**config.mk**
```make
export PLATFORM = sky130hd
export DESIGN_NAME = key_filter
export DESIGN_NICKNAME = d
export VERILOG_FILES = /design/src/rtl/key_filter.sv
export SDC_FILE = /design/constraint.sdc
export NUM_CORES = 1
export LEC_CHECK = 0
export CAP_MARGIN = 40
export CORE_ASPECT_RATIO = 1.2
export CORE_UTILIZATION = 45
export DETAILED_ROUTE_END_ITERATION = 16
export PLACE_DENSITY = 0.66
export SETUP_SLACK_MARGIN = 0.15
export SLEW_MARGIN = 20
export SYNTH_ARGS = -nofsm -noshare
export SYNTH_HDL_FRONTEND = slang
export SYNTH_SLANG_ARGS = --single-unit
```
**constraint.sdc**
```tcl
create_clock -name sys_clk -period 2.9 [get_ports sys_clk]
set_input_delay 0.29 -clock sys_clk [delete_from_list [all_inputs] [get_ports sys_clk]]
set_output_delay 0.29 -clock sys_clk [all_outputs]
set_load 0.02 [all_outputs]
```
**src/rtl/key_filter.sv**
```systemverilog
// ---------------------------------------------------------------------------
// key_filter
//
// Purpose:
//    Debounces one active-low mechanical push-button. The raw pin passes
//    through a two-flop synchroniser. A four-state FSM then qualifies each
//    level change over a counted stability window. The block produces a
//    clean registered level and single-cycle press, release and long-press
//    event pulses.
//
// Ports:
//    sys_clk      in   system clock
//    sys_rst_n    in   asynchronous active-low reset
//    key_in_n     in   raw key pin (0 = pressed), asynchronous, may bounce
//    key_level    out  debounced level (0 = pressed), drives the LED stage
//    key_flag     out  one-cycle pulse on a confirmed press
//    key_release  out  one-cycle pulse on a confirmed release
//    key_long     out  one-cycle pulse after LONG_MAX+1 cycles in PRESSED,
//                      at most once per confirmed press
// ---------------------------------------------------------------------------
module key_filter #(
   parameter int               CNT_W    = 26,
   parameter logic [CNT_W-1:0] CNT_MAX  = CNT_W'(999_999),
   parameter logic [CNT_W-1:0] LONG_MAX = CNT_W'(49_999_999)
) (
   input  logic sys_clk,
   input  logic sys_rst_n,
   input  logic key_in_n,
   output logic key_level,
   output logic key_flag,
   output logic key_release,
   output logic key_long
);

   typedef enum logic [1:0] {
      IDLE           = 2'd0,
      PRESS_FILTER   = 2'd1,
      PRESSED        = 2'd2,
      RELEASE_FILTER = 2'd3
   } state_t;

   logic             sync1_q, sync2_q;
   state_t           state_q, state_d;
   logic [CNT_W-1:0] cnt_q, cnt_d;
   logic             long_seen_q, long_seen_d;
   logic             level_q, level_d;
   logic             flag_q, flag_d;
   logic             release_q, release_d;
   logic             long_q, long_d;

   // Two-flop synchroniser; reset to the released (high) level so that
   // no spurious press is seen when reset is released.
   always_ff @(posedge sys_clk or negedge sys_rst_n) begin
      if (!sys_rst_n) begin
         sync1_q <= 1'b1;
         sync2_q <= 1'b1;
      end else begin
         sync1_q <= key_in_n;
         sync2_q <= sync1_q;
      end
   end

   always_ff @(posedge sys_clk or negedge sys_rst_n) begin
      if (!sys_rst_n) begin
         state_q     <= IDLE;
         cnt_q       <= '0;
         long_seen_q <= 1'b0;
         level_q     <= 1'b1;
         flag_q      <= 1'b0;
         release_q   <= 1'b0;
         long_q      <= 1'b0;
      end else begin
         state_q     <= state_d;
         cnt_q       <= cnt_d;
         long_seen_q <= long_seen_d;
         level_q     <= level_d;
         flag_q      <= flag_d;
         release_q   <= release_d;
         long_q      <= long_d;
      end
   end

   always_comb begin
      state_d     = state_q;
      cnt_d       = cnt_q;
      long_seen_d = long_seen_q;
      level_d     = level_q;
      flag_d      = 1'b0;
      release_d   = 1'b0;
      long_d      = 1'b0;

      case (state_q)
         IDLE: begin
            if (!sync2_q) begin
               state_d = PRESS_FILTER;
               cnt_d   = '0;
            end
         end

         PRESS_FILTER: begin
            if (sync2_q) begin
               state_d = IDLE;
               cnt_d   = '0;
            end else if (cnt_q == CNT_MAX) begin
               state_d = PRESSED;
               cnt_d   = '0;
               level_d = 1'b0;
               flag_d  = 1'b1;
            end else begin
               cnt_d = cnt_q + CNT_W'(1);
            end
         end

         PRESSED: begin
            if (sync2_q) begin
               state_d = RELEASE_FILTER;
               cnt_d   = '0;
            end else if (cnt_q == LONG_MAX) begin
               // Counter saturates here. The sticky bit survives
               // release bounces, so one press yields one key_long.
               if (!long_seen_q) begin
                  long_d      = 1'b1;
                  long_seen_d = 1'b1;
               end
            end else begin
               cnt_d = cnt_q + CNT_W'(1);
            end
         end

         RELEASE_FILTER: begin
            if (!sync2_q) begin
               // Bounce: time already held is not restored.
               state_d = PRESSED;
               cnt_d   = '0;
            end else if (cnt_q == CNT_MAX) begin
               state_d     = IDLE;
               cnt_d       = '0;
               level_d     = 1'b1;
               release_d   = 1'b1;
               long_seen_d = 1'b0;
            end else begin
               cnt_d = cnt_q + CNT_W'(1);
            end
         end

         default: begin
            state_d = IDLE;
            cnt_d   = '0;
         end
      endcase
   end

   assign key_level   = level_q;
   assign key_flag    = flag_q;
   assign key_release = release_q;
   assign key_long    = long_q;

endmodule

```
# After elaboration in Yosys (flattened, before gate mapping)
# Cells that the tools add are included.
dict set report op_classes {
  addsub 1
  mul 0
  n_div 0
  n_lt_le_gt_ge 0
  n_eq_ne 16
  shifts 0
  mux 32
  bitwise_logic 0
  reduce_logical 7
}
# operator count
set op_table {}
lappend op_table {{26-bit two-way mux} 6}
lappend op_table {{26-bit one-hot mux with 4 select lines} 1}
lappend op_table {{26-bit by 1-bit adder with 26-bit output (second input constant)} 1}
lappend op_table {{26-bit by 20-bit == test with 1-bit output (second input constant)} 1}
lappend op_table {{26-bit == test (second input constant)} 1}
lappend op_table {{1-bit two-way mux} 16}
lappend op_table {{2-bit inequality test (second input constant)} 8}
lappend op_table {{2-bit two-way mux} 6}
lappend op_table {{5-bit AND reduction} 2}
lappend op_table {{3-bit inequality test (second input constant)} 3}
lappend op_table {{2-bit one-hot mux with 4 select lines} 1}
lappend op_table {{2-bit == test (second input constant)} 2}
lappend op_table {{1-bit one-hot mux with 2 select lines} 2}
lappend op_table {{4-bit AND reduction} 1}
lappend op_table {{2-bit nonzero test} 2}
lappend op_table {{2-bit by 1-bit == test with 1-bit output (second input constant)} 1}
lappend op_table {{2-bit zero test} 1}
lappend op_table {{2-bit AND reduction} 1}
dict set report totals {
  register_bits 35
  latchBits 0
  ram_bits 0
  mem_bits_ro 0
  inputBits 3
  out_inout_bits 4
  word_cells 65
  mem_count 0
}

# Longest topological paths before layout
# Gate-level depths: netlist of the first run.
dict set report logic_depth {
  ltp_word 4
  ltp_mapped 7
  mapped_depth_nobuf 6
}

# Worst setup path after synthesis of the first run
# OpenSTA, ideal clock, no wires.
dict set report synth_path {
  path_type {reg2reg}
  startpoint {reg cnt_q[0]}
  endpoint {reg cnt_q[3]}
  t_arrival_ns 1.758
  required_ns 2.778
  path_slack_ns 1.020
  path_stages_with_launch 7
  path_buffers 0
  period_less_slack_ns 1.880
  cell_sequence {dfrtp_1 -> ha_1 -> nand4_1 -> or2_4 -> nor4_4 -> o31ai_1 -> a32o_1}
}
dict set report synth_via {
  elab_chain_cells 4
  word_cells_on_any_way 11
  cone_classes {add/sub: 1; eq/ne: 3; mux: 6; reduce/logical: 1}
}
# item line
set synth_lines {}
lappend synth_lines {{start: declaration} 44} ;# logic [CNT_W-1:0] cnt_q, cnt_d;
lappend synth_lines {{start signal: assignment} 74} ;# cnt_q <= cnt_d;
lappend synth_lines {{26-bit by 1-bit adder with 26-bit output or 26-bit by 20-bit == test with 1-bit output (tied branches)} n/a}
lappend synth_lines {{26-bit two-way mux, on equally long branches} {104, 135, 118}}
lappend synth_lines {{26-bit two-way mux, on equally long branches} {131, 101, 115}}
lappend synth_lines {{26-bit one-hot mux with 4 select lines} 92} ;# case (state_q)
# Several ways; a longest one is shown, not always the timed one. The select of a mux whose other input is x is not followed.
# A chain may end at the register's enable or synchronous reset.

==> flow_summary.yaml, run 1 <==
layout:
  diodes: 0
  final_nets: 233
  fillers: 407
  drive_gt1_share_pct: 10.00
  areaGrowthSynthToFinish_pct: 12.79
  layoutNonFillerInstCount: 286
hold_path:
  hold_depth: 0
  min_from: "sync1_q$_DFF_PN1_"
  min_to: "sync2_q$_DFF_PN1_"
  hold_path_class: "flop to flop"
job:
  cap_violations: 0
sta:
  post-route-min-period_ns: 2.287
  clock_skew_ns: 0.01209
  worst_slew_margin_rel_pct: 54.39
  finalSetupTns_ns: 0
  hold_viol: 0
  finalSetupViolCount: 0
  final_max_slew_viol_count: 0
  fmax_ghz: 0.4372
  tightest_slew_ns: 0.6834
  rsz0062_at_grt: "false"
  finalCritPeriodShare_pct: 78.87
cts:
  cts_setup_buffers: 0
  cts.hold.buffers_added: 0
  cts_resized: 0
  cts_tree: "built"
  insertion_delay_ns: 0.29
  cts.sinks: 35
  clock-root-buffer: "clkbuf_8"
  cts_max_path_buffers: 2
  cts_buffers: 5
  h-tree-depth: 2
  clkSlewWorstSetupHoldPaths_ns: 0.08
synth:
  synth_nets: 225
  synth_cell_types: 53
  avgSynthCellArea_sq_um: 9.342
  synth.area.top_cells: "dfrtp_1, nor2_1, xor2_1"
  ys_seq_area_share_pct: 42.61
  syn_inst: 221
  async_flop_share_pct: 100.0
  synth_top_area_share_pct: 38.79
  netlist_area_sq_um: 2064
  synth-edff-count: 0
  ys_ff_latch: 35
  yosysTopAreaCell: "dfrtp_1"
  synth_ff_type: "dfrtp_1"
  yosysWarnings: 0
detailed_routing:
  firstDrtPassIters: 4
  ant_nets: 0
  drt_iter0_drc: 126
  drc_errors: 0
  wire_per_inst_microns: 15.48
  vias_per_cell: 5.997
  num_vias: 1715
  wl_mm: 4.428
floorplan:
  coreArea_sq_um: 4327
  dieHeight_microns: 76.20
  die_x_microns: 63.83
  rows: 26
  start_util_pct: 47.72
  ioPinCount: 7
  die_area_sq_um: 4864
power_and_ir_drop:
  power.density_nw_per_um2: 460.6
  ir_drop_mv: 0.3404
  power.total_uw: 1073
  power_leakage_uw: 0.0009529
worst_setup_path:
  rr_endpoint: "cnt_q[25]$_DFFE_PN0P_"
  worst_setup_path_start_kind: "flop"
  slowest_stage: "dfrtp_1"
  critPathKind: "flop to flop"
  worst-path-buf-inv: 0
  max_stage_delay_ns: 0.65
  endpoint_kind: "flop"
  required_ns: 3.11
  critPathTopFamily: "simple AND/OR/NAND/NOR gates"
  cp_data_arrival_time_ns: 2.49
  crit_chain: "nor3b_2, nor3_4, nand4_4, or4_1, a21oi_1"
  r2r_setup_slack_ns: 0.61
  worst-r2r-cell-count: 5
  crit_fanout: 15
placed_design:
  place_inst: 276
  gp_congestion: 0.8803
  dp_hpwl_mm: 3.177
  port_buffers: 6
grt:
  grt_max_degree: 36
  grt_pass1_vias: 1668
  grt_pass1_wl_mm: 7.797
  grt_usage_pct: 20.40
  grt-ovfl-total: 0
  grt_antenna_before_repair: 0
status:
  status: "finished, final reports clean"
==> layer usage <==
metal / share of wire, % / vias up / global-route usage, %
met5: 0 / - / 0
met4: 1.7 / 0 / 8.182
met3: 2.9 / 9 / 4.641
met2: 48 / 29 / 32.34
met1: 47 / 836 / 26.63
li1: - / 841 / -
==> worst max path at each step <==
stage                                     from               endpoint  slack (ns)  cells after the start
after floorplan           cnt_q[0]$_DFFE_PN0P_   cnt_q[3]$_DFFE_PN0P_        1.02                      6
after global placement                    flop  cnt_q[25]$_DFFE_PN0P_        0.61                      5
after detailed placement                  flop  cnt_q[25]$_DFFE_PN0P_        0.64                      5
after CTS                                 flop  cnt_q[25]$_DFFE_PN0P_        0.61                      5
after global routing                      flop  cnt_q[25]$_DFFE_PN0P_        0.38                      5
final                                     flop  cnt_q[25]$_DFFE_PN0P_        0.61                      5
==> layout make-up <==
cell class,count,area [sq um],area share [%]
Inverter,8,30.03,1.290
Multi-Input combinational cell,171,1120,48.09
Timing Repair Buffer,8,92.59,3.976
Clock inverter,3,67.56,2.902
Clock buffer,5,68.82,2.955
Tap cell,56,70.07,3.009
Sequential cell,35,879.6,37.78
==> layout by cell type, fill, tap and decap left out, drive strengths merged, types with 6 or more instances in the layout <==
cell and n:
a21oi 6, and3 7, dfrtp 32, inv 7
nand2 18, nand3 12, nand4 9, nor2 28
nor3 8, o21ai 9, xor2 11
==> stage by stage <==
| step | worst slack [ns] | hold slack (ns) | utilization [%] | instance area, sq um |
|---|---|---|---|---|
| 2_1_floorplan | 1.020 | -0.005591 | - | 2064 |
| 3_3_place_gp | 0.6085 | 0.3456 | 49.80 | 2155 |
| 3_5_place_dp | 0.6376 | 0.3472 | 49.80 | 2155 |
| 4_1_cts | 0.6126 | 0.1025 | 52.95 | 2291 |
| 5_1_grt | 0.3777 | 0.3604 | 53.82 | 2328 |
| 6_report | 0.6128 | 0.3588 | 53.82 | 2328 |
==> power by group <==
group | total [uW] | internal [uW] | switching (uW) | leakage (uW)
Combinational | 48.6 | 17.1 | 31.4 | 0.000414
Sequential | 502 | 494 | 8.27 | 0.000475
Clock | 522 | 343 | 179 | 0.0000644
Total | 1070 | 854 | 219 | 0.000953
==> kinds of logic after synthesis <==
| kind of cell | share of synthesized area (%) |
|---|---|
| AND/OR/NAND/NOR | 32.91 |
| AO/OA/AOI/OAI | 13.82 |
| flip-flops | 42.61 |
| buffers and inverters | 3.152 |
| XOR/XNOR | 5.940 |
| multiplexers | 0.9697 |
| adder cells (fa/ha/maj) | 0.6060 |
==> synth_stat cells (all sizes together) (3+ instances only) <==
| master | n |
|---|---|
| dfstp | 3 |
| o211ai | 4 |
| nand4 | 9 |
| nor3 | 8 |
| nor4 | 4 |
| and2 | 3 |
| o31ai | 4 |
| xnor2 | 3 |
| nor2 | 28 |
| or3 | 3 |
| buf | 5 |
| nand3 | 12 |
| and3 | 7 |
| o21ai | 9 |
| nor3b | 3 |
| dfrtp | 32 |
| a21oi | 6 |
| and4 | 5 |
| inv | 7 |
| xor2 | 11 |
| nand2 | 18 |
==> flip-flops by register name, summed over array words and instances (netlist names), named ones only <==
name,flops
state_q,1
key_release,1
key_level,1
sync1_q,1
key_flag,1
cnt_q,26
sync2_q,1
long_seen_q,1
key_long,1
(Power assumes the default switching activity.)
==> run 2: changes to the inputs <==
--- a/config.mk
+++ b/config.mk
@@ -9,7 +9,7 @@
 export CORE_ASPECT_RATIO = 1.2
 export CORE_UTILIZATION = 45
 export DETAILED_ROUTE_END_ITERATION = 16
-export PLACE_DENSITY = 0.66
+export PLACE_DENSITY = 0.68
 export SETUP_SLACK_MARGIN = 0.15
 export SLEW_MARGIN = 20
 export SYNTH_ARGS = -nofsm -noshare
==> constraint.sdc (replaced) <==
create_clock -name sys_clk -period 2.03 [get_ports sys_clk]
set_input_delay 0.203 -clock sys_clk [delete_from_list [all_inputs] [get_ports sys_clk]]
set_output_delay 0.203 -clock sys_clk [all_outputs]
set_load 0.02 [all_outputs]
==> flow_summary.yaml, run 2 (synthesis results as in run 1) <==
cts:
  cts_buffers: 5
  clkSlewWorstSetupHoldPaths_ns: 0.07
  clock-root-buffer: "clkbuf_8"
  insertion_delay_ns: 0.30
  cts_tree: "built"
  cts.sinks: 35
  h-tree-depth: 2
  cts_max_path_buffers: 2
grt:
  grt_pass1_wl_mm: 8.542
  grt_antenna_before_repair: 0
  grt-ovfl-total: 0
  grt_usage_pct: 22.69
  grt_pass1_vias: 1818
  grt_max_degree: 36
power_and_ir_drop:
  p_int_uw: 1235
  switching_share_pct: 21.24
  power_leakage_uw: 0.001111
  netSwitchingPower_uw: 333.1
  p_clk_share_pct: 48.3
  ir_drop_mv: 0.4376
  pwr-share-comb_pct: 6.4
  seqPwrFrac_pct: 45.4
  power.density_nw_per_um2: 596.9
layout:
  final_nets: 264
  mostFrequentLayoutCells: "dfrtp_1, buf_4, nor2_1"
  drive_gt1_share_pct: 26.44
  top_register: "cnt_q"
  areaGrowthSynthToFinish_pct: 27.27
  fillers: 364
  multiInputGateArea_sq_um: 1171
  diodes: 0
  post-route-util_pct: 60.73
  final_common_cell: "dfrtp_1"
  largest_reg_flops: 26
  seq_area_sq_um: 882.1
detailed_routing:
  drt_iter0_drc: 135
  firstDrtPassIters: 4
  drc_errors: 0
  wl_mm: 5.216
  num_vias: 1856
  vias_per_cell: 5.855
  ant_nets: 0
  wire_per_inst_microns: 16.45
floorplan:
  coreArea_sq_um: 4327
  dieHeight_microns: 76.20
  die_area_sq_um: 4864
  ioPinCount: 7
  die_x_microns: 63.83
  start_util_pct: 47.72
  rows: 26
sta:
  clock_skew_ns: 0.01215
  rsz0062_at_grt: "true"
  worst_slew_margin_rel_pct: 70.14
  post-route-min-period_ns: 1.982
  finalCritPeriodShare_pct: 97.63
  finalSetupViolCount: 0
  fmax_ghz: 0.5046
  hold_viol: 0
  hold_ws_ns: 0.3053
  tightest_slew_ns: 0.4441
  final_max_slew_viol_count: 0
worst_setup_path:
  crit_fanout: 5
  required_ns: 2.22
  crit_chain: "ha_2, nand4_1, buf_4, and4b_1, a21o_1, o31a_1, o32ai_1"
  endpoint_kind: "flop"
  max_stage_delay_ns: 0.40
  slowest_stage: "dfrtp_1"
  critPathKind: "flop to flop"
  cp_data_arrival_time_ns: 2.17
  worst_setup_path_start_kind: "flop"
hold_path:
  hold_path_class: "input port to async pin"
job:
  cap_violations: 0
status:
  status: "finished, final reports clean"
placed_design:
  port_buffers: 6
  dp_hpwl_mm: 3.580
  gp_congestion: 0.9587
[run 2: what timing repair did]
action	in CTS	in global routing
hold buffers	0	1
resized for setup	7	15
setup buffers	7	8
setup endpoints to repair	10	28
pin swaps	9	11
hold endpoints to repair	0	9
[run 2: worst max-delay path: cells and delay by family, from the launching register on]
family                   cells  cell delay, ns
AO/OA/AOI/OAI                3            0.79
flip-flops                   1            0.40
AND/OR/NAND/NOR              2            0.35
adder cells (fa/ha/maj)      1            0.21
buffers and inverters        1            0.13
[run 2: power groups by stage]
| stage | logic, uW | registers [uW] | clock network [uW] |
|---|---|---|---|
| after floorplan | 44.3 | 722 | 0 |
| after CTS | 90.0 | 711 | 769 |
| after global placement | 85.1 | 724 | 0 |
| final | 99.6 | 711 | 757 |
| after detailed placement | 85.5 | 725 | 0 |
| after global routing | 110 | 712 | 801 |
[run 2: per-stage QoR]
stage | cell area, sq um | power (uW) | std cells | setup WS [ns] | setup TNS (ns)
floorplan | 2064 | 766.7 | 221 | 0.1502 | 0
global placement | 2287 | 809.5 | 292 | 0.09445 | 0
detailed placement | 2287 | 810.7 | 292 | 0.02096 | 0
CTS | 2487 | 1571 | 307 | 0.1168 | 0
global route | 2628 | 1623 | 317 | -0.02568 | -0.08369
finish | 2628 | 1568 | 317 | 0.04811 | 0
[run 2: metal layers]
layer  part of all wire [%]  up-vias  global-route usage [%]
li1                       -      895                       -
met4                    2.4        0                   9.318
met3                    3.6       14                   5.389
met5                      0        -                       0
met2                     52       46                   38.62
met1                     42      901                   26.99
[run 2: path summary, 6_finish.rpt]
path	cells past startpoint	end	startpoint	slack, ns
worst max-delay path	7	cnt_q[7]$_DFFE_PN0P_	cnt_q[1]$_DFFE_PN0P_	0.05
worst min register to register	0	sync2_q$_DFF_PN1_	sync1_q$_DFF_PN1_	0.36
min in group sys_clk	1	sync1_q$_DFF_PN1_	key_in_n	0.31
max in group asynchronous	3	sync1_q$_DFF_PN1_	sys_rst_n	1.24
worst min-delay path	2	cnt_q[4]$_DFFE_PN0P_	sys_rst_n	0.31
worst max register to register	7	cnt_q[7]$_DFFE_PN0P_	cnt_q[1]$_DFFE_PN0P_	0.05
[run 2: layout make-up]
type | instances | area share [%]
Multi-Input combinational cell | 171 | 44.57
Sequential cell | 35 | 33.57
Timing Repair Buffer | 39 | 12.86
Tap cell | 56 | 2.667
Clock buffer | 5 | 2.619
Clock inverter | 3 | 2.571
Inverter | 8 | 1.143
